**config.mk**
```make
export PLATFORM = sky130hd
export DESIGN_NAME = aes_round_sequencer
export DESIGN_NICKNAME = d
export VERILOG_FILES = /design/src/rtl/aes_round_sequencer_pkg.sv /design/src/rtl/aes_round_sequencer.sv
export SDC_FILE = /design/constraint.sdc
export NUM_CORES = 1
export LEC_CHECK = 0
export CAP_MARGIN = 15
export CORE_AREA = 2 2 349 351
export CTS_BUF_LIST = sky130_fd_sc_hd__clkbuf_4 sky130_fd_sc_hd__clkbuf_8 sky130_fd_sc_hd__clkbuf_16
export DETAILED_ROUTE_END_ITERATION = 12
export DIE_AREA = 0 0 351 353
export SLEW_MARGIN = 10
export SYNTH_ARGS = -nofsm -noshare
export SYNTH_HDL_FRONTEND = slang
export SYNTH_SLANG_ARGS = --single-unit
```
**constraint.sdc**
```tcl
create_clock -name clock -period 9.9 [get_ports clock]
set_input_delay 1.98 -clock clock [delete_from_list [all_inputs] [get_ports clock]]
set_output_delay 1.98 -clock clock [all_outputs]
set_load 0.03 [all_outputs]
```
**src/rtl/aes_round_sequencer_pkg.sv**
```systemverilog
// Shared definitions for the iterative AES-128 round sequencer.
//   AES_BLK_W      width of a state / key block
//   AES_RC_W       width of the round-number counter (rnd_rc)
//   AES128_ROUNDS  round count for AES-128
//   WAIT_W         width of the datapath-latency wait counter (RND_LAT 0..7)
//   seq_state_e    2-bit sequencer FSM encoding
package aes_round_sequencer_pkg;

  localparam int AES_BLK_W     = 128;
  localparam int AES_RC_W      = 4;
  localparam int AES128_ROUNDS = 10;
  localparam int WAIT_W        = 3;

  typedef enum logic [1:0] {
    SEQ_IDLE  = 2'b00,
    SEQ_ISSUE = 2'b01,
    SEQ_WAIT  = 2'b10,
    SEQ_DONE  = 2'b11
  } seq_state_e;

endpackage

```
**src/rtl/aes_round_sequencer.sv**
```systemverilog
// Iterative AES-128 encryption controller. Holds the state and round-key
// registers and drives one external round datapath (Round / finalRound)
// NUM_ROUNDS times per block, with valid/ready framing on both sides.
//
// Parameters
//   NUM_ROUNDS   rounds per block; rnd_final marks the last one
//   RND_LAT      edges from rnd_issue until rnd_out/rnd_key_out are valid (0..7)
//
// Ports
//   clock        rising-edge clock
//   reset        asynchronous, active-high reset
//   in_valid     plain_text / c_key valid
//   in_ready     block accepted on an edge with in_valid & in_ready
//   plain_text   plaintext block
//   c_key        cipher key
//   rnd_state    registered state operand for the round datapath
//   rnd_key      registered key operand for the round datapath
//   rnd_rc       current round number 1..NUM_ROUNDS (key-schedule constant index)
//   rnd_final    datapath must use its finalRound result
//   rnd_issue    one-cycle pulse: fresh round operands presented
//   rnd_out      round result from the datapath
//   rnd_key_out  next round key from the datapath
//   out_valid    dataout holds a finished ciphertext
//   out_ready    sink accepts dataout
//   dataout      ciphertext
//   busy         a block is being processed (ISSUE or WAIT)
module aes_round_sequencer
  import aes_round_sequencer_pkg::*;
#(
  parameter int NUM_ROUNDS = AES128_ROUNDS,
  parameter int RND_LAT    = 1
) (
  input  logic                 clock,
  input  logic                 reset,
  input  logic                 in_valid,
  output logic                 in_ready,
  input  logic [AES_BLK_W-1:0] plain_text,
  input  logic [AES_BLK_W-1:0] c_key,
  output logic [AES_BLK_W-1:0] rnd_state,
  output logic [AES_BLK_W-1:0] rnd_key,
  output logic [AES_RC_W-1:0]  rnd_rc,
  output logic                 rnd_final,
  output logic                 rnd_issue,
  input  logic [AES_BLK_W-1:0] rnd_out,
  input  logic [AES_BLK_W-1:0] rnd_key_out,
  output logic                 out_valid,
  input  logic                 out_ready,
  output logic [AES_BLK_W-1:0] dataout,
  output logic                 busy
);

  localparam logic [AES_RC_W-1:0] LAST_ROUND = AES_RC_W'(NUM_ROUNDS);
  localparam logic [WAIT_W-1:0]   LAT_LOAD   = WAIT_W'(RND_LAT);

  seq_state_e fsm_q;
  seq_state_e fsm_d;

  logic [AES_BLK_W-1:0] state_q;
  logic [AES_BLK_W-1:0] key_q;
  logic [AES_RC_W-1:0]  round_q;
  logic [WAIT_W-1:0]    wait_q;

  logic load_block;
  logic capture;
  logic last_round;

  assign last_round = (round_q == LAST_ROUND);

  // FSM state register.
  always_ff @(posedge clock or posedge reset) begin
    if (reset) begin
      fsm_q <= SEQ_IDLE;
    end else begin
      fsm_q <= fsm_d;
    end
  end

  // Next-state and handshake decode. With RND_LAT = 0 the datapath is purely
  // combinational, so the result is captured on the ISSUE edge itself and the
  // WAIT state is never entered. in_ready is masked during reset so no source
  // sees a ready while the block is being cleared.
  always_comb begin
    fsm_d      = fsm_q;
    in_ready   = 1'b0;
    out_valid  = 1'b0;
    rnd_issue  = 1'b0;
    rnd_final  = 1'b0;
    busy       = 1'b0;
    load_block = 1'b0;
    capture    = 1'b0;
    case (fsm_q)
      SEQ_IDLE: begin
        in_ready = !reset;
        if (in_valid) begin
          load_block = 1'b1;
          fsm_d      = SEQ_ISSUE;
        end
      end
      SEQ_ISSUE: begin
        rnd_issue = 1'b1;
        busy      = 1'b1;
        rnd_final = last_round;
        if (RND_LAT == 0) begin
          capture = 1'b1;
          fsm_d   = last_round ? SEQ_DONE : SEQ_ISSUE;
        end else begin
          fsm_d = SEQ_WAIT;
        end
      end
      SEQ_WAIT: begin
        busy      = 1'b1;
        rnd_final = last_round;
        if (wait_q == WAIT_W'(1)) begin
          capture = 1'b1;
          fsm_d   = last_round ? SEQ_DONE : SEQ_ISSUE;
        end
      end
      SEQ_DONE: begin
        out_valid = 1'b1;
        in_ready  = out_ready;
        if (out_ready) begin
          // A waiting block is loaded on the same edge the result drains.
          if (in_valid) begin
            load_block = 1'b1;
            fsm_d      = SEQ_ISSUE;
          end else begin
            fsm_d = SEQ_IDLE;
          end
        end
      end
      default: begin
        fsm_d = SEQ_IDLE;
      end
    endcase
  end

  // State/key/round registers. Loading a block applies the initial
  // AddRoundKey; each capture takes the datapath's round result and the next
  // round key. The round counter stops at the last round rather than wrapping.
  // The wait counter reloads every ISSUE and counts down in WAIT.
  always_ff @(posedge clock or posedge reset) begin
    if (reset) begin
      state_q <= '0;
      key_q   <= '0;
      round_q <= '0;
      wait_q  <= '0;
    end else begin
      if (load_block) begin
        state_q <= plain_text ^ c_key;
        key_q   <= c_key;
        round_q <= AES_RC_W'(1);
      end else if (capture) begin
        state_q <= rnd_out;
        key_q   <= rnd_key_out;
        if (!last_round) begin
          round_q <= round_q + AES_RC_W'(1);
        end
      end
      if (fsm_q == SEQ_ISSUE) begin
        wait_q <= LAT_LOAD;
      end else if (fsm_q == SEQ_WAIT) begin
        wait_q <= wait_q - WAIT_W'(1);
      end
    end
  end

  // Operands come straight from the registers so they stay stable from
  // ISSUE through the capture edge.
  always_comb begin
    rnd_state = state_q;
    rnd_key   = key_q;
    rnd_rc    = round_q;
    dataout   = state_q;
  end

endmodule

```
==> flow_summary.yaml, run 1 <==
detailed_routing:
  wl_mm: 84.0
  firstDrtPassIters: 5
  initialDrtViolationCount: 570
  drtAntennaViolNets: 0
  drc: 0
  vias_per_cell: 3.38
  vias: 12100
  wl_per_cell_um: 23.5
floorplanning:
  ioPinCount: 909
  die_h_um: 353
  core_region_area_um2: 121000
  die_w_um: 351
  dieArea_um2: 124000
  rows: 128
  start_util_pct: 12.7
worst_setup_path:
  cp_cell_sequence: "clkdlybuf4s50_1, a22oi_1, nor2_1, clkdlybuf4s50_1"
  critical-path-top-delay-family: "buffers and inverters"
  crit_buf_inv: 2
  cp.arrival_ps: 3620
  end_kind: "output pin"
  cp_common_cell: "clkdlybuf4s50_1"
  timing.rr.start: "fsm_q[0]$_DFFE_PP0P_"
  critPathRequiredTime_ps: 7920
  path_class: "primary input to output pin"
  worstReg2RegEnd: "rnd_key[27]$_DFFE_PP0P_"
  crit_slowest_cell: "clkdlybuf4s50_1"
  max_stage_delay_ps: 690
  setup.worst_path.start_class: "primary input"
  r2r_setup_slack_ps: 6230
  crit_fanout: 3
  reg2reg_depth: 8
logic_synthesis:
  netlist_instances: 1153
  synth_cell_types: 32
  seq_area_frac_synth_pct: 43.3
  synth_edf_count: 0
  synth_area_per_cell_um2: 13.3
  yosysTopAreaCell: "dfrtp_1"
  ys_warn_count: 0
  synth_common_cells: "dfrtp_1, mux2i_1, mux2_2"
  synth_area_leaders: "dfrtp_1, mux2i_1, mux2_2"
  synth_nets: 1678
  ys_ff_latch: 265
  synth_area_um2: 15300
  synthArstFlopShare_pct: 100
  synth.top_cell.area_share_pct: 43.3
  yosys_most_used_dff: "dfrtp_1"
  yosysMostFrequentCell: "dfrtp_1"
timing:
  fmax_mhz: 178
  period_minus_slack_ps: 5600
  setup_viol: 0
  rsz0062_at_grt: "false"
  fin_skew_ps: 21.2
  hold_viol_final: 0
  fin_setup_tns_ps: 0
  fin_crit_sh_pct: 56.6
  worstMarginPinSlew_ps: 908
  slew_headroom_pct: 39.0
  maxSlewViolCount: 0
power:
  switching_share_pct: 45.4
  p_comb_share_pct: 61.7
  clkPwrFrac_pct: 14.8
  seqPwrFrac_pct: 23.5
  ir_drop_mv: 0.146
  power_leakage_nw: 11.9
  internal_power_w: 0.00522
  p_per_area_nw_per_um2: 361
  p_switching_w: 0.00435
final_layout:
  finalInstanceArea_um2: 26500
  final_nets: 2452
  n_fill_cell: 13000
  syn_to_final_growth_pct: 72.9
  drive_gt1_share_pct: 17.2
clock_tree:
  cts_setup_buffers: 0
  clkTransAtPathRegs_ps: 60
  clock_latency_ps: 560
  cts_hold_buf: 0
  ctsResizeCount: 0
  h-tree-depth: 2
  cts_made_buffers: 37
  cts_tree: "done"
  clk_path_buf_depth: 3
  clock_sinks: 265
  cts-root-buf: "clkbuf_16"
hold_path:
  holdPathStages: 2
  min_to: "wait_q[1]$_DFFE_PP0P_"
  holdCritPathClass: "flip-flop to flip-flop"
  hp-start: "wait_q[1]$_DFFE_PP0P_"
placed_design:
  gp_congestion: 0.873
  post_dp_cell_area_um2: 25300
  io_buffers: 908
  post-dp-hpwl_mm: 69.1
run_status:
  outcome: "complete, no violations"
grt:
  gr-usage-all-layers_pct: 13.0
  grt_max_degree: 112
  antenna_found_initial: 21
  grt_pass1_wl_mm: 110
  grt_pass1_vias: 12700
  grt-ovfl-total: 0
flow_run:
  drv_cap: 0
[worst min-delay path, stage by stage, from the launching register on]
cell,delay (ps)
dfrtp_1,320
inv_1,70
o21ai_0,150
[cells by family (layout without fill, tap and decap cells)]
logic type	Yosys count	count (layout)	synth area share (%)
AOI/OAI and AO/OA	18	18	0.735
xor gates and xnor gates	128	128	7.31
adders and majority gates	9	9	0.735
buffers and inverters	195	994	8.99
DFF	265	265	43.3
muxes	512	512	38.0
other	0	2	0
and+or+nand+nor	26	26	0.971
[worst max path at each step]
stage | start | end | cells past startpoint
after floorplan | reset | in_ready | 3
after global placement | reset | in_ready | 5
after detailed placement | reset | in_ready | 5
after CTS | reset | in_ready | 5
after global routing | reset | in_ready | 5
final | out_ready | in_ready | 4
[power by group through the flow]
| stage | Clock [W] | Sequential [W] | Combinational (W) |
|---|---|---|---|
| after global routing | 0.00152 | 0.00233 | 0.00619 |
| after global placement | 0 | 0.00226 | 0.00595 |
| after CTS | 0.00148 | 0.00227 | 0.00600 |
| after floorplan | 0 | 0.00310 | 0.00272 |
| final | 0.00142 | 0.00224 | 0.00591 |
| after detailed placement | 0 | 0.00227 | 0.00599 |
[registers in the layout (all words and copies together) (netlist names)]
signal	cells
dataout	128
rnd_key	128
rnd_rc	4
wait_q	3
fsm_q	2
[layer usage]
layer / track usage [%] / routed length [µm]
met3: 5.44 / 8280
met1: 16.5 / 36000
met2: 20.4 / 38000
met5: 0 / 90
met4: 2.88 / 1650
[layout by cell type, fill, tap and decap left out, types with 2 or more instances in the layout]
master,n
buf_12,3
ha_1,9
inv_1,7
clkbuf_16,37
clkinv_2,7
bufinv_16,3
nor2_1,6
mux2_4,101
a2111oi_0,2
nand3_1,2
o22ai_1,2
or3_1,3
nand2_1,4
buf_4,11
dfrtp_1,265
diode_2,2
mux2i_1,256
o21ai_0,5
clkdlybuf4s50_1,908
mux2_2,155
xnor2_1,128
clkbuf_4,5
nand3b_1,2
a21oi_1,5
nor2b_1,2
clkbuf_8,10
[cell type report]
cell class	count	area, µm²	share of cell area (%)
Inverter	8	33.8	0.127
Antenna cell	2	5.00	0.0189
Tap cell	1625	2030	7.67
Clock inverter	12	143	0.538
Multi-Input combinational cell	693	7320	27.6
Sequential cell	265	6630	25.0
Clock buffer	52	1100	4.15
Timing Repair Buffer	922	9230	34.8
[through the flow]
stage	cells	setup WS, ps	utilization [%]	hold slack (ps)	total power, W
floorplan	1153	1430	-	514	0.00582
global placement	3513	4270	20.9	543	0.00822
detailed placement	3513	4270	20.9	559	0.00825
CTS	3577	4270	22.0	570	0.00975
global route	3578	4240	22.0	630	0.0100
finish	3579	4300	22.0	571	0.00957
Note: power is estimated with default switching activity, not from simulation.
==> inputs of run 2 (changes only) <==
==> constraint.sdc (replaced) <==
create_clock -name clock -period 5.1 [get_ports clock]
set_input_delay 1.02 -clock clock [delete_from_list [all_inputs] [get_ports clock]]
set_output_delay 1.02 -clock clock [all_outputs]
set_load 0.03 [all_outputs]
==> run 2 against run 1 <==
  * Sequential power is 91% higher
  * Critical path depth unchanged
  * Critical endpoint is now rnd_final
  * Cell count about the same
==> flow_summary.yaml, run 2 (same netlist as run 1, synthesis figures left out) <==
final_layout:
  syn_to_final_growth_pct: 74.0
  final_nets: 2455
  final_common_cell: "clkdlybuf4s50_1"
  multiInputGateArea_um2: 7320
  drive_gt1_share_pct: 17.3
  final_cell_mix: "clkdlybuf4s50_1, dfrtp_1, mux2i_1, mux2_2, xnor2_1"
  fin_cells: 3582
  seqCellArea_um2: 6630
  finalInstanceArea_um2: 26700
  n_fill_cell: 13000
floorplanning:
  die_h_um: 353
  ioPinCount: 909
  rows: 128
  dieArea_um2: 124000
  die_w_um: 351
  core_region_area_um2: 121000
  start_util_pct: 12.7
detailed_routing:
  wl_mm: 85.5
  wl_per_cell_um: 23.9
  drtAntennaViolNets: 0
  vias: 12200
  firstDrtPassIters: 5
  initialDrtViolationCount: 508
  vias_per_cell: 3.40
  drc: 0
placed_design:
  post-dp-hpwl_mm: 71.2
  post_dp_cell_area_um2: 25400
  dp.cells: 3515
  gp_congestion: 0.925
  io_buffers: 908
timing:
  fin_crit_sh_pct: 70.4
  worstMarginPinSlew_ps: 1130
  period_minus_slack_ps: 3590
  slew_headroom_pct: 24.8
  setup_viol: 0
  maxSlewViolCount: 0
  hold_viol_final: 0
  fin_skew_ps: 17.6
  rsz0062_at_grt: "false"
  fmax_mhz: 279
worst_setup_path:
  crit_buf_inv: 2
  max_stage_delay_ps: 680
  timing.rr.start: "fsm_q[0]$_DFFE_PP0P_"
  critical-path-top-delay-family: "buffers and inverters"
  critPathRequiredTime_ps: 4080
  crit_slowest_cell: "clkdlybuf4s50_1"
  cp_cell_sequence: "inv_1, ha_1, and2_1, clkdlybuf4s50_1"
  end_kind: "output pin"
  path_class: "flip-flop to output pin"
  cp.arrival_ps: 2570
  crit_fanout: 11
  startpoint: "fsm_q[0]$_DFFE_PP0P_"
  setup.worst_path.start_class: "flip-flop"
clock_tree:
  clk_path_buf_depth: 3
  clock_sinks: 265
  clock_latency_ps: 570
  cts_setup_buffers: 0
  cts_hold_buf: 0
  cts-root-buf: "clkbuf_16"
  clkTransAtPathRegs_ps: 50
  cts_made_buffers: 38
  h-tree-depth: 2
  ctsResizeCount: 0
  cts_tree: "done"
grt:
  grt-ovfl-total: 0
  antenna_found_initial: 33
  grt_pass1_wl_mm: 112
  grt_pass1_vias: 12800
  gr-usage-all-layers_pct: 13.2
  grt_max_degree: 116
power:
  ir_drop_mv: 0.309
  p_per_area_nw_per_um2: 702
  power_leakage_nw: 11.9
  total_power_w: 0.0187
run_status:
  outcome: "complete, no violations"
flow_run:
  drv_cap: 0
hold_path:
  hp-start: "wait_q[0]$_DFFE_PP0P_"
  holdCritPathClass: "flip-flop to flip-flop"
[run 2: cell count changes in the layout (fill, tap and decap cells not counted), sizes merged]
| cell | delta |
|---|---|
| clkbuf | -1 |
| clkinvlp | +3 |
| clkinv | -2 |
| buf | +3 |
| clkdlybuf4s50 | -1 |
| inv | -1 |
| diode | +2 |
[run 2: worst paths after layout]
kind	end	slack, ps	depth (start not counted)
worst max-delay path	rnd_final	1510	4
worst min-delay path	wait_q[0]$_DFFE_PP0P_	570	2
worst max register to register	rnd_key[45]$_DFFE_PP0P_	2260	6
worst min register to register	wait_q[0]$_DFFE_PP0P_	570	2
max in group asynchronous	dataout[70]$_DFFE_PP0P_	2460	4
min in group asynchronous	rnd_key[64]$_DFFE_PP0P_	1190	3
[run 2: worst min-delay path, stage by stage (launching register included)]
cell	delay, ps
dfrtp_1	380
nor2_1	60
nor2_1	80
[run 2: per-stage QoR]
stage | setup WS (ps) | TNS, ps | hold slack (ps) | util, %
3_5_place_dp | 1600 | 0 | 558 | 21.0
6_report | 1510 | 0 | 566 | 22.1
4_1_cts | 1390 | 0 | 570 | 22.1
3_3_place_gp | 1550 | 0 | 546 | 21.0
5_1_grt | 1310 | 0 | 602 | 22.1
2_1_floorplan | -1450 | -1450 | 514 | -
[run 2: power breakdown]
part	total, W	internal (W)	switching [W]	leakage, nW
logic	0.0116	0.00530	0.00632	8.20
registers	0.00427	0.00323	0.00104	3.09
clock network	0.00282	0.00172	0.00110	0.636
total	0.0187	0.0102	0.00846	11.9
[run 2: area by class of cell]
type | instances | share of cell area, %
diodes | 4 | 0.0375
inverters | 8 | 0.127
clock buffers | 51 | 4.29
well taps | 1625 | 7.62
multi-input cells | 693 | 27.5
flip-flops and latches | 265 | 24.9
repair buffers | 924 | 35.0
clock inverters | 12 | 0.549
[run 2: per-layer routing]
layer,global-route usage [%],vias to the layer above,part of all wire [%]
li1,-,5474,-
met3,4.55,107,8.7
met5,0,-,0.11
met4,2.86,14,2.1
met1,17.2,6011,44
met2,20.9,586,45
==> inputs of run 3 (changes only) <==
--- a/config.mk
+++ b/config.mk
@@ -6,10 +6,10 @@
 export NUM_CORES = 1
 export LEC_CHECK = 0
 export CAP_MARGIN = 15
-export CORE_AREA = 2 2 349 351
+export CORE_AREA = 2 2 351 353
 export CTS_BUF_LIST = sky130_fd_sc_hd__clkbuf_4 sky130_fd_sc_hd__clkbuf_8 sky130_fd_sc_hd__clkbuf_16
 export DETAILED_ROUTE_END_ITERATION = 12
-export DIE_AREA = 0 0 351 353
+export DIE_AREA = 0 0 353 355
 export SLEW_MARGIN = 10
 export SYNTH_ARGS = -nofsm -noshare
 export SYNTH_HDL_FRONTEND = slang
==> constraint.sdc (replaced) <==
create_clock -name clock -period 3.4 [get_ports clock]
set_input_delay 0.68 -clock clock [delete_from_list [all_inputs] [get_ports clock]]
set_output_delay 0.68 -clock clock [all_outputs]
set_load 0.03 [all_outputs]
==> run 3 against run 2 <==
  * Count of clock-buffer cells in the layout fell by 1
  * Setup slack worse by 1100 ps
  * Routed wire length up 1.6%
  * Critical path type unchanged
  * Largest cell class unchanged
  * Via count fell by 0.43%
  * First-iteration DRC count up 23%
  * Clock skew grew 4.5 ps
  * Critical path depth down 1
  * Core utilization decreased by 0.069 points
  * Cell count increased by 0.42%
  * Register-to-register slack worse by 1500 ps
  * Cell area up 0.35%
  * Sequential power is 52% higher
==> flow_summary.yaml, run 3 (same netlist as run 1, synthesis figures left out) <==
worst_setup_path:
  crit_fanout: 11
  end_kind: "output pin"
  setup.worst_path.start_class: "flip-flop"
  critPathRequiredTime_ps: 2720
  path_class: "flip-flop to output pin"
  cp.arrival_ps: 2360
grt:
  grt_pass1_vias: 12900
  antenna_found_initial: 29
  grt-ovfl-total: 0
  grt_max_degree: 101
  gr-usage-all-layers_pct: 13.3
  grt_pass1_wl_mm: 114
placed_design:
  dp.cells: 3531
  gp_congestion: 0.876
  post-dp-hpwl_mm: 73.2
  post_dp_cell_area_um2: 25500
  io_buffers: 908
  pre_cts_slack_ps: 367
flow_run:
  drv_cap: 0
detailed_routing:
  drtAntennaViolNets: 0
  firstDrtPassIters: 4
  drc: 0
  vias: 12100
  vias_per_cell: 3.37
  initialDrtViolationCount: 627
  wl_per_cell_um: 24.1
  wl_mm: 86.9
clock_tree:
  clock_sinks: 265
  h-tree-depth: 2
  cts_made_buffers: 36
  cts_tree: "done"
  clkTransAtPathRegs_ps: 60
  clock_latency_ps: 580
  cts_setup_buffers: 0
  cts-root-buf: "clkbuf_16"
  clk_path_buf_depth: 3
floorplanning:
  die_h_um: 355
  core_region_area_um2: 121000
  start_util_pct: 12.6
  dieArea_um2: 125000
  rows: 128
  die_w_um: 353
  ioPinCount: 909
timing:
  worstMarginPinSlew_ps: 757
  setup_viol: 0
  slew_headroom_pct: 49.1
  fin_skew_ps: 22.1
  period_minus_slack_ps: 3040
  fmax_mhz: 329
  maxSlewViolCount: 0
  hold_viol_final: 0
  fin_crit_sh_pct: 89.4
  fin_setup_tns_ps: 0
  worst_slack_ps: 361
  rsz0062_at_grt: "false"
power:
  p_comb_share_pct: 62.3
  internal_power_w: 0.0153
  p_switching_w: 0.0128
  ir_drop_mv: 0.487
  p_per_area_nw_per_um2: 1050
  clkPwrFrac_pct: 14.5
  power_leakage_nw: 12.0
  seqPwrFrac_pct: 23.2
  switching_share_pct: 45.5
final_layout:
  multiInputGateArea_um2: 7320
  n_fill_cell: 13100
  final_cell_mix: "clkdlybuf4s50_1, dfrtp_1, mux2i_1, mux2_2, xnor2_1"
  finalInstanceArea_um2: 26800
  syn_to_final_growth_pct: 74.6
  seqCellArea_um2: 6630
  final_nets: 2469
  drive_gt1_share_pct: 17.9
  fin_cells: 3597
  final_common_cell: "clkdlybuf4s50_1"
hold_path:
  holdCritPathClass: "flip-flop to flip-flop"
run_status:
  outcome: "complete, no violations"
## run 3: power by group through the flow
stage                     Clock (W)  Sequential [W]  Combinational, W
after global routing        0.00438         0.00675            0.0183
after global placement            0         0.00656            0.0177
after floorplan                   0         0.00902           0.00792
after CTS                   0.00427         0.00658            0.0178
final                       0.00407         0.00650            0.0175
after detailed placement          0         0.00658            0.0177
## run 3: per-layer routing
| metal | track usage [%] | part of all wire, % | up-vias |
|---|---|---|---|
| met5 | 0 | 0.13 | - |
| met4 | 2.43 | 1.6 | 16 |
| met3 | 4.63 | 9.2 | 88 |
| met2 | 22.0 | 48 | 558 |
| met1 | 16.7 | 42 | 5972 |
| li1 | - | - | 5505 |
## run 3: worst paths after layout
path / from / to / slack, ps / cells past startpoint
min reg2reg: wait_q[0]$_DFFE_PP0P_ / wait_q[0]$_DFFE_PP0P_ / 560 / 2
max: fsm_q[0]$_DFFE_PP0P_ / busy / 360 / 3
max reg2reg: fsm_q[0]$_DFFE_PP0P_ / dataout[41]$_DFFE_PP0P_ / 750 / 7
max in group asynchronous: reset / dataout[127]$_DFFE_PP0P_ / 1430 / 4
min: wait_q[0]$_DFFE_PP0P_ / wait_q[0]$_DFFE_PP0P_ / 560 / 2
min in group asynchronous: reset / rnd_key[103]$_DFFE_PP0P_ / 920 / 3
## run 3: timing repair
action                     in CTS  in global routing
setup endpoints to repair       0                  1
hold buffers                    0                  0
gates resized for setup         0                  1
## run 3: through the flow
stage | util [%] | power, W | hold WS (ps)
global route | 22.0 | 0.0295 | 618
detailed placement | 21.0 | 0.0243 | 551
CTS | 22.0 | 0.0286 | 565
floorplan | - | 0.0169 | 514
finish | 22.0 | 0.0281 | 565
global placement | 21.0 | 0.0242 | 540
## run 3: area by class of cell
class	instances	share of cell area [%]
timing repair buffer	940	35.5
multi-input combinational	693	27.4
sequential	265	24.8
tap	1625	7.60
clock buffer	50	4.08
clock inverter	10	0.524
inverter	8	0.126
antenna	6	0.0561
## run 3: worst max-delay path: stages, from the launching register on
cell and delay, ps:
dfrtp_1 430, inv_1 110, ha_1 490, clkdlybuf4s50_1 760
